--- src/rtl/rx_stm_frmctl.sv ---
// STM-1 receive frame alignment: A1/A2 pattern check, HUNT/PRESYNC/SYNC
// tracking with OOF/LOF, and row/column sequencing of the byte stream.
module rx_stm_frmctl #(
  parameter logic [7:0]  A1_VAL    = 8'hF6,
  parameter logic [7:0]  A2_VAL    = 8'h28,
  parameter int unsigned PRESYNC_N = 2,
  parameter int unsigned OOF_N     = 4,
  parameter int unsigned LOF_SET   = 24,
  parameter int unsigned LOF_CLR   = 24
) (
  input  logic       clk19,
  input  logic       rst19_n,
  input  logic [7:0] pdi,
  input  logic       pvld,
  input  logic       sofi,
  output logic [7:0] pdo,
  output logic       pvldo,
  output logic       sofo,
  output logic [3:0] row,
  output logic [8:0] col,
  output logic       toh_en,
  output logic       spe_en,
  output logic       oof,
  output logic       lof,
  output logic [1:0] state
);

  localparam int unsigned GW = (PRESYNC_N > 1) ? $clog2(PRESYNC_N) : 1;
  localparam int unsigned BW = (OOF_N > 1) ? $clog2(OOF_N) : 1;
  localparam int unsigned SW = (LOF_SET > 1) ? $clog2(LOF_SET) : 1;
  localparam int unsigned CW = (LOF_CLR > 1) ? $clog2(LOF_CLR) : 1;

  localparam logic [GW-1:0] GOOD_LAST = GW'(PRESYNC_N - 1);
  localparam logic [BW-1:0] BAD_LAST  = BW'(OOF_N - 1);
  localparam logic [SW-1:0] SET_LAST  = SW'(LOF_SET - 1);
  localparam logic [CW-1:0] CLR_LAST  = CW'(LOF_CLR - 1);
  localparam logic [8:0]    LAST_COL  = 9'd269;
  localparam logic [3:0]    LAST_ROW  = 4'd8;
  localparam logic [11:0]   LAST_BYTE = 12'd2429;

  typedef enum logic [1:0] {
    HUNT    = 2'd0,
    PRESYNC = 2'd1,
    SYNC    = 2'd2
  } fsm_t;

  fsm_t          st, st_n;
  logic [3:0]    cur_row, row_n, adv_row;
  logic [8:0]    cur_col, col_n, adv_col;
  logic          mm, mm_n;
  logic [GW-1:0] good_cnt, good_n;
  logic [BW-1:0] bad_cnt, bad_n;
  logic          oof_r, oof_n;
  logic          lof_r;
  logic [11:0]   byte_cnt;
  logic [SW-1:0] set_cnt;
  logic [CW-1:0] clr_cnt;

  logic [7:0]    exp_byte;
  logic          byte_ok, in_win, at_verdict, frame_good, tick;

  always_comb begin
    exp_byte   = (cur_col < 9'd3) ? A1_VAL : A2_VAL;
    byte_ok    = (pdi == exp_byte);
    in_win     = (cur_row == 4'd0) && (cur_col <= 9'd5);
    at_verdict = (cur_row == 4'd0) && (cur_col == 9'd5);
    frame_good = byte_ok && !mm;
    tick       = pvld && (byte_cnt == LAST_BYTE);
    adv_col    = (cur_col == LAST_COL) ? '0 : cur_col + 9'd1;
    if (cur_col == LAST_COL)
      adv_row = (cur_row == LAST_ROW) ? '0 : cur_row + 4'd1;
    else
      adv_row = cur_row;

    st_n   = st;
    oof_n  = oof_r;
    row_n  = cur_row;
    col_n  = cur_col;
    mm_n   = mm;
    good_n = good_cnt;
    bad_n  = bad_cnt;

    if (pvld) begin
      case (st)
        HUNT: begin
          // A candidate is opened only by an A1 byte carrying sofi; an
          // aborting byte never reopens one, even if it carries sofi.
          if (cur_col == '0) begin
            if (sofi && byte_ok)
              col_n = 9'd1;
          end else if (!byte_ok) begin
            col_n = '0;
          end else if (cur_col == 9'd5) begin
            st_n   = PRESYNC;
            col_n  = 9'd6;
            good_n = GW'(1);
          end else begin
            col_n = cur_col + 9'd1;
          end
        end
        default: begin
          row_n = adv_row;
          col_n = adv_col;
          if (in_win)
            mm_n = (cur_col == '0) ? !byte_ok : (mm || !byte_ok);
          if (at_verdict) begin
            if (st == PRESYNC) begin
              if (!frame_good) begin
                st_n  = HUNT;
                row_n = '0;
                col_n = '0;
              end else if (good_cnt == GOOD_LAST) begin
                st_n  = SYNC;
                oof_n = 1'b0;
                bad_n = '0;
              end else begin
                good_n = good_cnt + GW'(1);
              end
            end else begin
              if (frame_good) begin
                bad_n = '0;
              end else if (bad_cnt == BAD_LAST) begin
                st_n  = HUNT;
                oof_n = 1'b1;
                row_n = '0;
                col_n = '0;
                bad_n = '0;
              end else begin
                bad_n = bad_cnt + BW'(1);
              end
            end
          end
        end
      endcase
    end
  end

  always_ff @(posedge clk19) begin
    if (!rst19_n) begin
      st       <= HUNT;
      cur_row  <= '0;
      cur_col  <= '0;
      mm       <= 1'b0;
      good_cnt <= '0;
      bad_cnt  <= '0;
      oof_r    <= 1'b1;
      lof_r    <= 1'b0;
      byte_cnt <= '0;
      set_cnt  <= '0;
      clr_cnt  <= '0;
      pdo      <= '0;
      pvldo    <= 1'b0;
      sofo     <= 1'b0;
      row      <= '0;
      col      <= '0;
      toh_en   <= 1'b0;
      spe_en   <= 1'b0;
      oof      <= 1'b1;
      lof      <= 1'b0;
      state    <= 2'd0;
    end else begin
      st       <= st_n;
      cur_row  <= row_n;
      cur_col  <= col_n;
      mm       <= mm_n;
      good_cnt <= good_n;
      bad_cnt  <= bad_n;
      oof_r    <= oof_n;

      pdo    <= pdi;
      pvldo  <= pvld;
      sofo   <= pvld && (st == SYNC) && (cur_row == '0) && (cur_col == '0);
      toh_en <= pvld && (st != HUNT) && (cur_col < 9'd9);
      spe_en <= pvld && (st != HUNT) && (cur_col >= 9'd9);
      if (pvld) begin
        row      <= cur_row;
        col      <= cur_col;
        byte_cnt <= tick ? '0 : byte_cnt + 12'd1;
      end

      // Status ports trail the byte that caused a verdict by one cycle.
      state <= st;
      oof   <= oof_r;
      lof   <= lof_r;

      // Ticks are judged against the post-update oof/state of the same byte.
      if (!oof_n) begin
        set_cnt <= '0;
      end else if (tick && !lof_r) begin
        if (set_cnt == SET_LAST)
          lof_r <= 1'b1;
        else
          set_cnt <= set_cnt + SW'(1);
      end

      if (!lof_r || (st_n != SYNC)) begin
        clr_cnt <= '0;
      end else if (tick) begin
        if (clr_cnt == CLR_LAST) begin
          lof_r   <= 1'b0;
          clr_cnt <= '0;
        end else begin
          clr_cnt <= clr_cnt + CW'(1);
        end
      end
    end
  end

endmodule

--- config.mk ---
export PLATFORM = sky130hd
export DESIGN_NAME = rx_stm_frmctl
export DESIGN_NICKNAME = d
export VERILOG_FILES = /design/src/rtl/rx_stm_frmctl.sv
export SDC_FILE = /design/constraint.sdc
export NUM_CORES = 1
export LEC_CHECK = 0
export BUFFER_PORTS_ARGS = -buffer_cell sky130_fd_sc_hd__buf_4
export CORE_MARGIN = 1
export CORE_UTILIZATION = 45
export DETAILED_ROUTE_END_ITERATION = 8
export PLACE_DENSITY = 0.61
export SLEW_MARGIN = 20
export SYNTH_ARGS = -nofsm -noshare
export SYNTH_HDL_FRONTEND = slang
export SYNTH_SLANG_ARGS = --single-unit
--- constraint.sdc ---
create_clock -name clk19 -period 7.3 [get_ports clk19]
set_input_delay 1.46 -clock clk19 [delete_from_list [all_inputs] [get_ports clk19]]
set_output_delay 1.46 -clock clk19 [all_outputs]
set_load 0.005 [all_outputs]
=== After elaboration in Yosys (flattened, before gate mapping) ===
Index checks and enable logic that the tools add are counted.

* Bits in registers: 72
* Input bits: 12
* Output and inout port bits: 29
* Logic and storage cells: 144

* $add $sub $neg: 7
* Order comparisons: 4
* Equality and inequality tests: 17
* Muxes and demuxes: 60
* Bitwise operators: 3
* Reduce and logical (&&, ||, !) cells: 32

{| class="wikitable"
|+ Operators by type and width
! operator !! number
|-
| 9-bit two-way mux || 11
|-
| 2-bit two-way mux || 16
|-
| 4-bit two-way mux || 7
|-
| 1-bit two-way mux || 23
|-
| 12-bit by 1-bit adder with 12-bit output (second input constant) || 1
|-
| 12-bit == test (second input constant) || 1
|-
| 1-bit logical AND || 12
|-
| 12-bit two-way mux || 1
|-
| 2-bit inequality test (second input constant) || 6
|-
| 5-bit by 1-bit adder with 5-bit output (second input constant) || 2
|-
| 5-bit == test (second input constant) || 2
|-
| 9-bit by 1-bit adder with 9-bit output (second input constant) || 1
|-
| 9-bit by 3-bit == test with 1-bit output (second input constant) || 1
|-
| 9-bit == test (second input constant) || 1
|-
| 9-bit by 4-bit >= comparator with 1-bit output (second input constant) || 1
|-
| 9-bit by 3-bit <= comparator with 1-bit output (second input constant) || 1
|-
| 9-bit zero test || 1
|-
| 9-bit by 2-bit less-than comparator with 1-bit output (second input constant) || 1
|-
| 9-bit by 4-bit less-than comparator with 1-bit output (second input constant) || 1
|-
| 8-bit == test || 1
|-
| 8-bit two-way mux || 1
|-
| 2-bit AND reduction || 4
|-
| 2-bit nonzero test || 4
|-
| 7-bit AND reduction || 1
|-
| other kinds (16) || 22
|}

=== Depth between registers and ports, before layout ===
Gate-level depths: netlist (run 1).

* Depth in word-level cells: 13
* Depth in mapped cells: 9
* Gate-level depth less buffers: 8

=== Worst setup path after synthesis (run 1) ===
No wires, ideal clock.

* Path type: input to register
* Start: input pdi[2]
* End: register lof_r
* Library setup time: 131 ps
* Arrival time: 3058 ps
* Data required time: 7169 ps
* Path slack: 4111 ps
* Stages on the path: 7
* Buffers on the path: 1
* Path through: or4b_2 > nor2_1 > mux2i_1 > clkbuf_1 > o21ba_2 > o41ai_2 > o41ai_1

* Word-level cells in the longest chain between the ends: 11
* Elaborated cells between the ends (all ways): 22
* Classes of those cells: eq/ne (2); mux (18); reduce/logical (2)

{| class="wikitable"
|+ RTL lines
! item !! RTL line !! RTL
|-
| start: declaration || 13 || <nowiki>input logic [7:0] pdi,</nowiki>
|-
| 8-bit == test (*) || 64 || <nowiki>byte_ok = (pdi == exp_byte);</nowiki>
|-
| 1-bit logical AND || 67 || <nowiki>frame_good = byte_ok && !mm;</nowiki>
|-
| 1-bit two-way mux (on tied branches) || 120, 108 ||
|-
| 1-bit two-way mux || 107 || <nowiki>if (st == PRESYNC) begin</nowiki>
|-
| 1-bit two-way mux || 106 || <nowiki>if (at_verdict) begin</nowiki>
|-
| 1-bit two-way mux || 84 || <nowiki>case (st)</nowiki>
|-
| 1-bit two-way mux || 83 || <nowiki>if (pvld) begin</nowiki>
|-
| 1-bit two-way mux || 187 || <nowiki>if (!oof_n) begin</nowiki>
|-
| 1-bit two-way mux || 199 || <nowiki>if (clr_cnt == CLR_LAST) begin</nowiki>
|-
| 1-bit two-way mux || 198 || <nowiki>end else if (tick) begin</nowiki>
|-
| 1-bit two-way mux (*) || 196 || <nowiki>if (!lof_r || (st_n != SYNC)) begin</nowiki>
|-
| end signal: assignment || 147 || <nowiki>lof_r <= 1'b0;</nowiki>
|-
| end signal: assignment || 191 || <nowiki>lof_r <= 1'b1;</nowiki>
|-
| end signal: assignment || 200 || <nowiki>lof_r <= 1'b0;</nowiki>
|-
| end: declaration || 54 || <nowiki>logic lof_r;</nowiki>
|}

Mark *: on every way between the ends. The rest lies on a longest branch, timed or not.
A chain may end at the register's enable or synchronous reset.

=== Worst setup path in the final report (run 1) ===
* Start: input pdi[2]
* End: register cur_row[3]

* Word-level cells in the longest chain between the ends: 5
* Elaborated cells between the ends (all ways): 6
* Classes of those cells: eq/ne (1); mux (4); reduce/logical (1)

{| class="wikitable"
|+ RTL lines
! item !! RTL line !! RTL
|-
| 8-bit == test (*) || 64 ||
|-
| 1-bit logical AND (*) || 67 ||
|-
| 4-bit two-way mux (on tied branches) || 120, 108 ||
|-
| 4-bit two-way mux (*) || 107 ||
|-
| 4-bit two-way mux (*) || 106 ||
|-
| end signal: assignment || 163 || <nowiki>cur_row <= row_n;</nowiki>
|-
| end: declaration || 48 || <nowiki>logic [3:0] cur_row, row_n, adv_row;</nowiki>
|}

Marks and branches as above.

==> flow_summary.json, run 1 <==
{
  "status": "completed",
  "worstSetupEndpointType": "flip-flop",
  "cts_root_buf": "clkbuf_8",
  "cap_violations": 0,
  "die_area_mm2": 0.008088,
  "period_share_pct": 45.69,
  "die_w_um": 89.94,
  "synth_warnings": 0,
  "power_w": 0.0007795,
  "crit_path_start_kind": "input port",
  "hold_path.class": "flip-flop to flip-flop",
  "drc_errors": 0,
  "yosys.cell_types.count": 61,
  "postSynthCellCount": 409,
  "row_count": 31,
  "ctsHoldBuffers": 0,
  "routedWlPerCell_um": 13.79,
  "yosysSeqAreaShare_pct": 41.42,
  "initial_core_util_pct": 47.22,
  "via_per_inst": 5.455,
  "h-tree-depth": 3,
  "clockBufferDepth": 2,
  "rsz0062_at_grt": "no",
  "clock.fmax_ghz": 0.2998,
  "path_clk_slew_ns": 0.07,
  "pin_count": 41,
  "critPathKind": "input port to flip-flop",
  "port_buffers": 40,
  "leakage_nw": 1.615,
  "antenna_found_initial": 0,
  "postRouteAntennaNets": 0,
  "setup_viol": 0,
  "hold_slack_ns": 0.4452,
  "arrival_ns": 3.61,
  "cts_tree": "built",
  "drive_gt1_share_pct": 15.99,
  "period_minus_slack_ns": 3.335,
  "post_cts_resized": 0,
  "cts.sinks": 72,
  "clk_latency_ns": 0.35,
  "grt_util_all_layers_pct": 19.85,
  "cts_buffers": 9,
  "critPathMaxFanout": 14,
  "drt_iter0_drc": 167,
  "grt_max_degree": 35,
  "ir_drop_mv": 0.08696,
  "skew_ns": 0.007941,
  "layout_commonest_cell": "dfxtp_1",
  "drt_pass1_iterations": 5,
  "syn-num-nets": 431,
  "place_hpwl_mm": 5.088,
  "slew_headroom_pct": 36.40,
  "vias": 2962,
  "fin_nets": 461,
  "worst_ep_required_time_ns": 7.57,
  "grt_pass1_vias": 2670,
  "core_area_mm2": 0.007370,
  "routed_wl_mm": 7.489,
  "p_per_area_mw_per_mm2": 193.2,
  "syn_to_final_growth_pct": 15.97,
  "setup_tns_ns": 0,
  "dieHeight_um": 89.94,
  "drv_slew": 0,
  "netlist_area_mm2": 0.003480,
  "grt-ovfl-total": 0,
  "grt_pass1_wl_mm": 12.96,
  "async_flop_share_pct": 0,
  "synth_edf_count": 0,
  "avgSynthCellArea_um2": 8.508,
  "final_cell_mix": "dfxtp_1 (72), nor2_1 (61), buf_4 (41)",
  "cts_setup_buffers": 0,
  "hold_viol": 0,
  "ys_ff_latch": 72,
  "tightestPinTransition_ns": 0.9453,
  "synth_ff_type": "dfxtp_1",
  "antenna_cells": 0,
  "finalWeightedCongestion": 0.8432
}
## routing by layer
metal / GRT usage (%) / up-vias / wire (µm)
met2: 29.36 / 79 / 3181
met1: 27.47 / 1352 / 3740
met4: 9.812 / 0 / 164
met5: 0 / - / 0
met3: 4.061 / 15 / 403
li1: - / 1516 / -
## final cells by class
cell class	instances	area (µm²)
tap	99	123.9
sequential	72	1441
multi-input combinational	300	1888
clock inverter	2	35.03
timing repair buffer	41	307.8
clock buffer	14	182.7
inverter	15	56.30
fill	703	3334
## cells by family after synthesis
kind of cell / count (synthesis) / share of synthesized area, %
flops: 72 / 41.42
buf+inv: 37 / 4.315
xor+xnor: 14 / 3.524
simple gates: 186 / 27.33
fa+ha+maj: 10 / 3.596
mux: 17 / 4.926
compound gates: 73 / 14.89
## Yosys cell counts (4+ instances only)
cell / count / area share [%]
xor2_1: 9 / 2.3
or3_1: 7 / 1.3
mux2i_1: 16 / 4.6
a21oi_1: 18 / 2.6
o21ai_0: 14 / 2.0
clkbuf_1: 18 / 1.9
and2_1: 10 / 1.8
ha_1: 10 / 3.6
xnor2_1: 5 / 1.3
nand4_1: 14 / 2.5
nor4_1: 6 / 1.1
nand4b_1: 4 / 1.0
a2bb2oi_1: 4 / 1.0
a31oi_1: 4 / 0.72
nor2_1: 61 / 6.6
dfxtp_1: 72 / 41
nor3_1: 14 / 2.0
and3_1: 6 / 1.1
nand3_1: 10 / 1.4
nand2_1: 33 / 3.6
inv_1: 15 / 1.6
## worst max-delay path, stage by stage
cell and delay (ns):
buf_4 0.12, or4b_2 0.68, nor2_1 0.12, mux2i_1 0.07, buf_4 0.20, o21ai_0 0.53
o21ai_0 0.19, a41oi_1 0.24
## report_power, final
part	switching (W)	leakage, nW	internal [W]	total (W)
combinational	0.0000237	0.919	0.0000170	0.0000406
sequential	0.00000445	0.583	0.000397	0.000402
clock	0.000142	0.113	0.000195	0.000337
total	0.000171	1.61	0.000609	0.000780
## state kept, by name (all words and copies together) (netlist names)
signal,count
oof,1
toh_en,1
st,2
oof_r,1
cur_row,4
pvldo,1
col,9
row,4
set_cnt,5
state,2
clr_cnt,5
byte_cnt,12
bad_cnt,2
cur_col,9
lof_r,1
pdo,8
sofo,1
spe_en,1
good_cnt,1
lof,1
mm,1
## final timing paths
kind	start	to	slack [ns]	depth (start not counted)
min reg2reg	oof_r$_SDFF_PN1_	oof$_SDFF_PN1_	0.45	2
max	pdi[2]	cur_row[3]$_SDFFE_PN0P_	3.96	8
min	oof_r$_SDFF_PN1_	oof$_SDFF_PN1_	0.45	2
max reg2reg	cur_col[6]$_SDFFE_PN0P_	cur_col[0]$_SDFFE_PN0P_	4.56	6
## metrics by stage
stage	util [%]	setup slack, ns	std cells	area [µm²]
2_1_floorplan	-	4.111	409	3480
3_3_place_gp	51.80	3.679	527	3817
3_5_place_dp	51.80	3.658	527	3817
4_1_cts	54.75	4.023	543	4035
5_1_grt	54.75	3.808	543	4035
6_report	54.75	3.965	543	4035
Power figures use the tool's default switching activity.
==> inputs of run 2 (changes only) <==
==> constraint.sdc (replaced) <==
create_clock -name clk19 -period 3.15 [get_ports clk19]
set_input_delay 0.63 -clock clk19 [delete_from_list [all_inputs] [get_ports clk19]]
set_output_delay 0.63 -clock clk19 [all_outputs]
set_load 0.005 [all_outputs]
==> flow_summary.json, run 2 (synthesized netlist as in run 1, its figures left out) <==
{
  "hold_end": "oof$_SDFF_PN1_",
  "r2r-start": "cur_col[6]$_SDFFE_PN0P_",
  "clock.fmax_ghz": 0.3405,
  "clockBufferDepth": 2,
  "grt-ovfl-total": 0,
  "critPathMaxFanout": 9,
  "period_share_pct": 93.24,
  "worst_ep_required_time_ns": 3.38,
  "row_count": 31,
  "cts_buffers": 9,
  "routed_wl_mm": 7.527,
  "pin_count": 41,
  "grt_max_degree": 35,
  "utilization_pct": 54.70,
  "grt_util_all_layers_pct": 19.16,
  "core_area_mm2": 0.007370,
  "hp-start": "oof_r$_SDFF_PN1_",
  "layout_commonest_cell": "dfxtp_1",
  "period_minus_slack_ns": 2.937,
  "path_clk_slew_ns": 0.07,
  "final_cell_mix": "dfxtp_1 (72), nor2_1 (61), buf_4 (48)",
  "die_w_um": 89.94,
  "cts_root_buf": "clkbuf_8",
  "finalWeightedCongestion": 0.8996,
  "cp_cell_sequence": "or4_4 > a2111oi_4 > mux2i_1 > o21ai_0 > o2bb2ai_1 > a41o_1",
  "port_buffers": 40,
  "vias": 2954,
  "reg2reg_slack_ns": 0.21,
  "h-tree-depth": 3,
  "syn_to_final_growth_pct": 15.86,
  "placed_cell_area_mm2": 0.003870,
  "worstReg2RegEnd": "cur_col[3]$_SDFFE_PN0P_",
  "ctsHoldBuffers": 0,
  "hold_viol": 0,
  "clk_latency_ns": 0.34,
  "drt_pass1_iterations": 4,
  "initial_core_util_pct": 47.22,
  "cts_setup_buffers": 0,
  "slowest_delay_ns": 0.67,
  "dieHeight_um": 89.94,
  "critPathKind": "flip-flop to flip-flop",
  "grt_pass1_wl_mm": 12.71,
  "cts.sinks": 72,
  "tightestPinTransition_ns": 0.7119,
  "largest_register_ffs": 12,
  "power.switching_w": 0.0003858,
  "status": "completed",
  "skew_ns": 0.009172,
  "swShare_pct": 23.44,
  "slowest_stage": "mux2i_1",
  "comb_power_share_pct": 6.0,
  "via_per_inst": 5.391,
  "setup_tns_ns": 0,
  "cap_violations": 0,
  "worstSetupEndpointType": "flip-flop",
  "fin_nets": 468,
  "power.internal_w": 0.001260,
  "routedWlPerCell_um": 13.74,
  "postRouteAntennaNets": 0,
  "top_register": "byte_cnt",
  "crit_path_start_kind": "flip-flop",
  "drc_errors": 0,
  "arrival_ns": 3.17,
  "leakage_nw": 1.615,
  "setup_viol": 0,
  "fillers": 685,
  "antenna_found_initial": 0,
  "hold_path.class": "flip-flop to flip-flop",
  "largestRegisters": "byte_cnt x12, col x9, cur_col x9",
  "post_cts_resized": 0,
  "slew_headroom_pct": 51.18,
  "pwr-share-seq_pct": 56.5,
  "place_hpwl_mm": 5.238,
  "drive_gt1_share_pct": 16.93,
  "p_per_area_mw_per_mm2": 408.4,
  "hold_path_depth": 2,
  "rsz0062_at_grt": "no",
  "clock_power_share_pct": 37.5,
  "die_area_mm2": 0.008088,
  "drv_slew": 0,
  "drt_iter0_drc": 135,
  "postLayoutCellArea_mm2": 0.004031,
  "antenna_cells": 0,
  "grt_pass1_vias": 2747,
  "ir_drop_mv": 0.1813,
  "rr_worst_depth": 6,
  "cts_tree": "built"
}
==> run 2: cell types whose count changed in the layout (fill, tap and decap cells not counted) <==
cell / change
clkbuf_8: -3
bufinv_16: -1
clkinvlp_4: +2
buf_4: +7
==> run 2: metrics by stage <==
stage,total power [W],setup WS (ns),hold slack [ns],std cells
after floorplan,0.001007,0.6387,0.4118,409
after global placement,0.001050,0.2620,0.4414,534
after detailed placement,0.001050,0.2463,0.4393,534
after CTS,0.001668,0.2245,0.4549,548
after global routing,0.001724,0.04640,0.4888,548
final,0.001646,0.2131,0.4534,548
==> run 2: worst max-delay path, delay by kind of cell (launching register included) <==
family          cells  cell delay (ns)
mux                 1             0.67
flops               1             0.36
compound gates      4             1.22
simple gates        1             0.58
==> run 2: cell type report <==
class                           count  area [µm²]  area share [%]
Clock buffer                       11       141.4           3.507
Clock inverter                      3       20.02          0.4966
Sequential cell                    72        1441           35.75
Timing Repair Buffer               48       360.3           8.939
Multi-Input combinational cell    300        1888           46.83
Tap cell                           99       123.9           3.073
Inverter                           15       56.30           1.397
==> run 2: metal layers <==
metal	share of wire (%)	up-vias	GRT usage [%]
met2	42	69	29.42
li1	-	1531	-
met4	1.6	0	9.274
met1	51	1343	25.62
met5	0	-	0
met3	4.4	11	4.061
==> run 2: how the worst max path moves through the flow <==
stage | startpoint | end | slack (ns) | cells past startpoint
floorplan | cur_row[0]$_SDFFE_PN0P_ | lof_r$_SDFF_PN0_ | 0.64 | 8
global placement | pdi[2] | cur_row[3]$_SDFFE_PN0P_ | 0.26 | 7
detailed placement | cur_col[6]$_SDFFE_PN0P_ | cur_col[3]$_SDFFE_PN0P_ | 0.25 | 6
CTS | cur_col[6]$_SDFFE_PN0P_ | cur_col[3]$_SDFFE_PN0P_ | 0.22 | 6
global route | cur_col[6]$_SDFFE_PN0P_ | cur_col[3]$_SDFFE_PN0P_ | 0.05 | 6
finish | cur_col[6]$_SDFFE_PN0P_ | cur_col[3]$_SDFFE_PN0P_ | 0.21 | 6
==> run 2: power by group through the flow <==
| stage | logic [W] | registers (W) | clock network [W] |
|---|---|---|---|
| floorplan | 0.0000569 | 0.000950 | 0 |
| global route | 0.000110 | 0.000931 | 0.000683 |
| global placement | 0.0000986 | 0.000951 | 0 |
| detailed placement | 0.0000984 | 0.000951 | 0 |
| finish | 0.0000983 | 0.000930 | 0.000618 |
| CTS | 0.0000988 | 0.000930 | 0.000639 |
==> inputs of run 3 (changes only) <==
--- a/config.mk
+++ b/config.mk
@@ -7,9 +7,9 @@
 export LEC_CHECK = 0
 export BUFFER_PORTS_ARGS = -buffer_cell sky130_fd_sc_hd__buf_4
 export CORE_MARGIN = 1
-export CORE_UTILIZATION = 45
+export CORE_UTILIZATION = 30
 export DETAILED_ROUTE_END_ITERATION = 8
-export PLACE_DENSITY = 0.61
+export PLACE_DENSITY = 0.44
 export SLEW_MARGIN = 20
 export SYNTH_ARGS = -nofsm -noshare
 export SYNTH_HDL_FRONTEND = slang
==> flow_summary.json, run 3 (synthesized netlist as in run 1, its figures left out) <==
{
  "port_buffers": 40,
  "grt_use_met3_pct": 3.557,
  "largest_register_ffs": 12,
  "layout_commonest_cell": "dfxtp_1",
  "cts.sinks": 72,
  "clock.fmax_ghz": 0.3618,
  "met1_usage_pct": 21.07,
  "hold_slack_ns": 0.4579,
  "postRouteAntennaNets": 0,
  "drive_gt1_share_pct": 17.88,
  "drt_pass1_iterations": 4,
  "rsz0062_at_grt": "no",
  "dieHeight_um": 109.7,
  "top_register": "byte_cnt",
  "cts_setup_buffers": 0,
  "setup_tns_ns": 0,
  "post_cts_resized": 0,
  "tightestPinTransition_ns": 0.7129,
  "drt_iter0_drc": 131,
  "hold_path.class": "flip-flop to flip-flop",
  "clockBufferDepth": 2,
  "antenna_found_initial": 0,
  "gr-usage-met2_pct": 24.80,
  "worstSetupEndpointType": "flip-flop",
  "final_cell_mix": "dfxtp_1 (72), nor2_1 (61), buf_4 (50)",
  "ctsHoldBuffers": 0,
  "slowest_stage": "or3b_2",
  "grt_max_degree": 35,
  "die_w_um": 109.7,
  "arrival_ns": 2.99,
  "row_count": 38,
  "worst_ep_required_time_ns": 3.37,
  "drv_slew": 0,
  "hold_viol": 0,
  "core_area_mm2": 0.01108,
  "via_per_inst": 5.094,
  "finalWeightedCongestion": 0.8133,
  "fin_nets": 470,
  "pin_count": 41,
  "initial_core_util_pct": 31.41,
  "leakage_nw": 1.702,
  "power_w": 0.002159,
  "vias": 3021,
  "grt_pass1_vias": 2891,
  "slew_headroom_pct": 52.42,
  "period_share_pct": 87.75,
  "fillers": 1153,
  "critPathKind": "flip-flop to flip-flop",
  "grt-ovfl-total": 0,
  "cp_cell_sequence": "inv_1 > ha_1 > or3b_2 > nor4_1 > nand4_1 > a2bb2oi_1 > o21ai_1 > o41ai_1",
  "ir_drop_mv": 0.3720,
  "crit_path_start_kind": "flip-flop",
  "path_clk_slew_ns": 0.06,
  "cap_violations": 0,
  "grt_pass1_wl_mm": 14.50,
  "status": "completed",
  "critPathMaxFanout": 9,
  "routed_wl_mm": 8.837,
  "skew_ns": 0.01064,
  "cts_buffers": 9,
  "drc_errors": 0,
  "die_area_mm2": 0.01203,
  "syn_to_final_growth_pct": 22.65,
  "cts_root_buf": "clkbuf_16",
  "p_per_area_mw_per_mm2": 506.0,
  "routedWlPerCell_um": 14.90,
  "antenna_cells": 0,
  "setup_viol": 0,
  "clk_latency_ns": 0.34,
  "period_minus_slack_ns": 2.764,
  "cts_tree": "built",
  "place_hpwl_mm": 6.227,
  "grt_util_all_layers_pct": 15.73,
  "top_usage_layer": "met2",
  "slowest_delay_ns": 0.57,
  "largestRegisters": "byte_cnt x12, col x9, cur_col x9",
  "h-tree-depth": 3
}
-- run 3: per-stage QoR --
step | instances | util [%] | setup slack [ns] | cell area (µm²)
6_report | 593 | 38.53 | 0.3858 | 4268
5_1_grt | 593 | 38.53 | 0.1941 | 4268
4_1_cts | 593 | 38.53 | 0.3777 | 4268
3_5_place_dp | 577 | 35.53 | 0.4516 | 3936
3_3_place_gp | 577 | 35.53 | 0.4498 | 3936
2_1_floorplan | 409 | - | 0.6387 | 3480
-- run 3: critical path, delay by kind of cell (launching register included) --
family / cells / cell delay [ns]
compound gates: 3 / 0.79
simple gates: 3 / 1.24
fa+ha+maj: 1 / 0.17
buf+inv: 1 / 0.08
flops: 1 / 0.36
-- run 3: path summary, 6_finish.rpt --
check | startpoint | endpoint | slack [ns] | cells after the start
worst max-delay path | cur_row[0]$_SDFFE_PN0P_ | lof_r$_SDFF_PN0_ | 0.39 | 8
worst min-delay path | oof_r$_SDFF_PN1_ | oof$_SDFF_PN1_ | 0.46 | 2
worst max register to register | cur_row[0]$_SDFFE_PN0P_ | lof_r$_SDFF_PN0_ | 0.39 | 8
worst min register to register | oof_r$_SDFF_PN1_ | oof$_SDFF_PN1_ | 0.46 | 2
-- run 3: metal layers --
| layer | up-vias | share of wire [%] |
|---|---|---|
| met1 | 1401 | 49 |
| li1 | 1532 | - |
| met4 | 0 | 1.5 |
| met3 | 13 | 4.2 |
| met5 | - | 0 |
| met2 | 75 | 46 |
-- run 3: power by group --
part           total, W  internal (W)  switching [W]
Combinational  0.000109     0.0000450      0.0000638
Sequential     0.000927      0.000921     0.00000547
Clock           0.00112      0.000717       0.000407
-- run 3: area by class of cell --
| class | count | area (µm²) | area share [%] |
|---|---|---|---|
| clock inverter | 6 | 92.59 | 2.169 |
| sequential | 72 | 1441 | 33.77 |
| timing repair buffer | 50 | 375.4 | 8.795 |
| multi-input combinational | 300 | 1888 | 44.24 |
| tap | 140 | 175.2 | 4.104 |
| clock buffer | 10 | 239.0 | 5.600 |
| inverter | 15 | 56.30 | 1.319 |
